## src/rtl/pe_pkg.sv

```systemverilog
// Shared definitions for the PE input path (input FIFO and PE arbiter).
//   PE_DATA_W     : work-item width shared by the FIFO and the arbiter
//   PE_FIFO_DEPTH : default input FIFO depth
//   ptr_w()       : pointer width for a given depth
//   cnt_w()       : occupancy-count width for a given depth (holds 0..depth)
package pe_pkg;

    localparam int PE_DATA_W     = 16;
    localparam int PE_FIFO_DEPTH = 8;

    function automatic int ptr_w(input int depth);
        return (depth > 1) ? $clog2(depth) : 1;
    endfunction

    function automatic int cnt_w(input int depth);
        return $clog2(depth + 1);
    endfunction

endpackage

```

## src/rtl/fifo_storage.sv

```systemverilog
// DEPTH x WIDTH register array for the PE input FIFO.
//   clock, reset : rising-edge clock, asynchronous active-low clear
//   we/waddr/wdata : synchronous write port
//   raddr/rdata    : asynchronous (combinational) read port
module fifo_storage
    import pe_pkg::*;
#(
    parameter int  WIDTH = PE_DATA_W,
    parameter int  DEPTH = PE_FIFO_DEPTH,
    localparam int AW    = ptr_w(DEPTH)
) (
    input  logic             clock,
    input  logic             reset,
    input  logic             we,
    input  logic [AW-1:0]    waddr,
    input  logic [WIDTH-1:0] wdata,
    input  logic [AW-1:0]    raddr,
    output logic [WIDTH-1:0] rdata
);

    logic [DEPTH-1:0][WIDTH-1:0] mem_q;

    always_ff @(posedge clock or negedge reset) begin
        if (!reset) begin
            mem_q <= '0;
        end else begin
            for (int i = 0; i < DEPTH; i++) begin
                if (we && waddr == AW'(i)) mem_q[i] <= wdata;
            end
        end
    end

    // Compare-based mux so an address beyond DEPTH-1 (non-power-of-two
    // depth) can never select a nonexistent row; such codes read as zero.
    always_comb begin
        rdata = '0;
        for (int i = 0; i < DEPTH; i++) begin
            if (raddr == AW'(i)) rdata = mem_q[i];
        end
    end

endmodule

```

## src/rtl/pe_input_fifo.sv

```systemverilog
// First-word-fall-through input FIFO feeding the PE arbiter.
//   clock, reset              : rising-edge clock, asynchronous active-low reset
//   io_enq_valid/ready/data   : producer side
//   io_deq_valid/ready/data   : consumer side (arbiter io_fifo_*)
//   io_count/io_full/io_empty : registered occupancy status
// Outputs depend only on registers, so there is no combinational path
// from any input to any output.
module pe_input_fifo
    import pe_pkg::*;
#(
    parameter int  WIDTH = PE_DATA_W,
    parameter int  DEPTH = PE_FIFO_DEPTH,
    localparam int CW    = cnt_w(DEPTH)
) (
    input  logic             clock,
    input  logic             reset,
    input  logic             io_enq_valid,
    output logic             io_enq_ready,
    input  logic [WIDTH-1:0] io_enq_data,
    output logic             io_deq_valid,
    input  logic             io_deq_ready,
    output logic [WIDTH-1:0] io_deq_data,
    output logic [CW-1:0]    io_count,
    output logic             io_full,
    output logic             io_empty
);

    localparam int PW = ptr_w(DEPTH);

    logic [PW-1:0] wr_ptr_q, wr_ptr_d;
    logic [PW-1:0] rd_ptr_q, rd_ptr_d;
    logic [CW-1:0] count_q,  count_d;
    logic          enq_fire, deq_fire;

    // Explicit wrap so non-power-of-two depths cycle 0..DEPTH-1.
    function automatic logic [PW-1:0] ptr_next(input logic [PW-1:0] p);
        return (p == PW'(DEPTH - 1)) ? '0 : p + PW'(1);
    endfunction

    assign io_full      = (count_q == CW'(DEPTH));
    assign io_empty     = (count_q == '0);
    assign io_enq_ready = !io_full;
    assign io_deq_valid = !io_empty;
    assign io_count     = count_q;

    assign enq_fire = io_enq_valid & io_enq_ready;
    assign deq_fire = io_deq_valid & io_deq_ready;

    always_comb begin
        wr_ptr_d = enq_fire ? ptr_next(wr_ptr_q) : wr_ptr_q;
        rd_ptr_d = deq_fire ? ptr_next(rd_ptr_q) : rd_ptr_q;
        count_d  = count_q;
        case ({enq_fire, deq_fire})
            2'b10:   count_d = count_q + CW'(1);
            2'b01:   count_d = count_q - CW'(1);
            default: count_d = count_q;
        endcase
    end

    always_ff @(posedge clock or negedge reset) begin
        if (!reset) begin
            wr_ptr_q <= '0;
            rd_ptr_q <= '0;
            count_q  <= '0;
        end else begin
            wr_ptr_q <= wr_ptr_d;
            rd_ptr_q <= rd_ptr_d;
            count_q  <= count_d;
        end
    end

    fifo_storage #(
        .WIDTH (WIDTH),
        .DEPTH (DEPTH)
    ) u_storage (
        .clock (clock),
        .reset (reset),
        .we    (enq_fire),
        .waddr (wr_ptr_q),
        .wdata (io_enq_data),
        .raddr (rd_ptr_q),
        .rdata (io_deq_data)
    );

endmodule

```

## config.mk

```make
export PLATFORM = sky130hd
export DESIGN_NAME = pe_input_fifo
export DESIGN_NICKNAME = d
export VERILOG_FILES = /design/src/rtl/pe_pkg.sv /design/src/rtl/fifo_storage.sv /design/src/rtl/pe_input_fifo.sv
export SDC_FILE = /design/constraint.sdc
export NUM_CORES = 1
export LEC_CHECK = 0
export CORE_MARGIN = 10
export CORE_UTILIZATION = 45
export CTS_CLUSTER_SIZE = 40
export DETAILED_ROUTE_END_ITERATION = 8
export PLACE_DENSITY = 0.66
export SYNTH_ARGS = -nofsm -noshare
export SYNTH_HDL_FRONTEND = slang
export SYNTH_HIERARCHICAL = 1
export SYNTH_SLANG_ARGS = --single-unit
```

## constraint.sdc

```tcl
create_clock -name clock -period 2.85 [get_ports clock]
set_input_delay 0.57 -clock clock [delete_from_list [all_inputs] [get_ports clock]]
set_output_delay 0.57 -clock clock [all_outputs]
set_load 0.05 [all_outputs]
```

==> reports/qor.yml <==
sta:
  worst_pin_slew_ps: 734
  relSlewSlack_pct: 50.9
  skew_ps: 10.9
  setup_viol: 0
  holdWs_ps: 102
  rsz0062_at_grt: "yes"
  period_minus_slack_ps: 2780
  fin_crit_sh_pct: 97.6
  drv_slew: 0
  hold_violations: 0
  fmax_mhz: 360
floorplan:
  ios: 44
  die_h_um: 143
  start_util_pct: 46.2
  die_x_um: 143
  rows: 44
  die_area_um2: 20300
  core_area_um2: 14600
clock_network:
  htreeDepth: 4
  cts_hold_buffers: 0
  cts_buffers: 17
  clk_pin_slew_ps: 60
  ctsResizeCount: 5
  cts_tree: "built"
  clk_latency_ps: 430
  cts.path.max_buffers: 2
  postCtsSetupBuffers: 0
  clock_sinks: 138
  root_buffer: "clkbuf_16"
logic_synthesis:
  ys_ff_latch: 138
  yosysUniqueCellTypes: 44
  synth_area_um2: 6770
  yosysWarnings: 6
  ys_seq_area_share_pct: 51.0
  syn_area_per_cell_um2: 12.9
  syn_inst: 525
  syn-num-nets: 553
critical_path:
  cp.required_ps: 2280
  path_buf_inv: 1
  ff2ff_setup_slack_ps: 280
  endpoint_kind: "output pin"
  critical_path.max_stage_delay_ps: 730
  worst_setup_path_start_kind: "register"
  crit_fanout: 8
  arrival_ps: 2210
  cpMaxStageDelayCell: "clkdlybuf4s50_1"
  path_class: "reg2out"
  cp_cell_sequence: "or4b_4 -> clkdlybuf4s50_1"
  crit_family: "buffers and inverters"
power_and_ir_drop:
  power.density_nw_per_um2: 1480
  power.leakage_nw: 3.57
  vdd_drop_max_v: 0.000928
  p_total_mw: 12.2
global_routing:
  grt_first_pass_wirelength_mm: 25.7
  grt_overflow: 0
  grt_use_met3_pct: 4.98
  use_met2_pct: 26.2
  antenna_found_initial: 0
  grt.total_usage_pct: 16.1
  grt_max_degree: 60
  top_usage_layer: "met2"
  met1_usage_pct: 20.1
  grt_pass1_vias: 4792
routing:
  drc: 0
  drtPass1Iterations: 5
  drtIter0Drc: 284
  via_per_inst: 5.78
  vias: 4483
  postRouteAntennaNets: 0
  drt_wl_total_mm: 15.7
  wl_per_cell_um: 20.3
final_layout:
  areaGrowthSynthToFinish_pct: 22.1
  fin_util_pct: 56.4
  antenna_cells: 0
  nets: 607
  layout_commonest_cell: "dfrtp_1"
  layout-drive-gt1-share_pct: 39.6
  final_cell_mix: "dfrtp_1, mux2_2, nand2_1, mux2i_1, a21oi_1"
  finalNonFillerCells: 775
  fillers: 1227
placed_design:
  gp_congestion: 0.771
  port_buffers: 43
  dp_hpwl_mm: 10.0
  numPlacedInstances: 744
min_path:
  min_path_type: "in2async"
run:
  maxCapViolCount: 0
outcome:
  status: "finished clean"
layer usage:
layer	part of all wire (%)	up-vias
li1	-	2038
met1	44	2315
met2	49	119
met3	6.5	11
met4	0.81	0
met5	0	-
where the power goes:
part           total (mW)  switching (mW)  internal (mW)
combinational        6.29            3.19           3.10
clock                2.27           0.810           1.46
sequential           3.64           0.675           2.97
total                12.2            4.68           7.53
kinds of logic after synthesis:
| group | after synthesis | synth area share (%) |
|---|---|---|
| compound gates | 89 | 9.19 |
| mux | 166 | 27.2 |
| buf+inv | 43 | 3.46 |
| fa+ha+maj | 8 | 1.59 |
| flops | 138 | 51.0 |
| xor+xnor | 2 | 0.259 |
| simple gates | 79 | 7.30 |
sequential cells by signal, indices dropped and copies added, names as in the netlist:
name,cells
io_count,4
rd_ptr_q,3
u_storage/mem_q,128
wr_ptr_q,3
cell usage after synthesis:
cell,instances,area (um2)
o211ai_1,5,37.5
a2111o_1,1,11.3
nor3_4,2,32.5
xor2_1,1,8.76
mux2_2,126,1420
o41ai_2,1,16.3
or4b_4,1,13.8
nand4_2,1,12.5
ha_1,7,87.6
inv_1,8,30.0
mux2_1,4,45.0
or4b_1,1,10.0
nor3b_1,3,22.5
nand2_4,1,11.3
mux2_4,3,45.0
or2_2,14,87.6
nand3_1,2,10.0
xnor2_1,1,8.76
nand2_1,36,135
nand2b_4,1,13.8
nand2b_1,1,6.26
o31a_1,14,123
nor3_1,1,5.00
buf_6,2,22.5
mux2i_1,33,330
o21ai_0,8,40.0
a22oi_1,14,105
clkbuf_1,6,22.5
a21o_1,1,7.51
a221oi_1,14,123
fa_1,1,20.0
dfrtp_1,138,3450
and2_1,1,6.26
nor2_1,5,18.8
nand4b_2,3,45.0
buf_2,16,80.1
buf_8,1,15.0
or4_1,1,7.51
nor3b_4,2,37.5
buf_4,7,52.6
o311ai_0,1,8.76
buf_1,3,11.3
nor2b_1,3,18.8
a21oi_1,30,150
cell type report:
type                    count  area, um2  area share, %
clock inverters             7        114           1.38
well taps                 184        230           2.79
clock buffers              24        492           5.95
flip-flops and latches    138       3460           41.8
inverters                   8       30.0          0.363
repair buffers             70        837           10.1
multi-input cells         344       3100           37.5
final timing paths:
path | start | to | cells past startpoint
hold / removal | reset | u_storage/mem_q[103] | 1
setup reg to reg | io_count[0] | io_count[3] | 7
min in group clock | u_storage/mem_q[25] | u_storage/mem_q[25] | 1
setup / recovery | io_count[0] | io_enq_ready | 2
hold reg to reg | u_storage/mem_q[25] | u_storage/mem_q[25] | 1
max in group asynchronous | reset | io_count[0] | 2
per-stage QoR:
stage	setup TNS, ps	area, um2	setup slack [ps]
after global routing	-5.24	8260	-5.24
after detailed placement	0	7630	146
after CTS	0	8240	51.8
after floorplan	0	6770	3.30
final	0	8260	68.8
after global placement	0	7630	207
(Power assumes the default switching activity.)
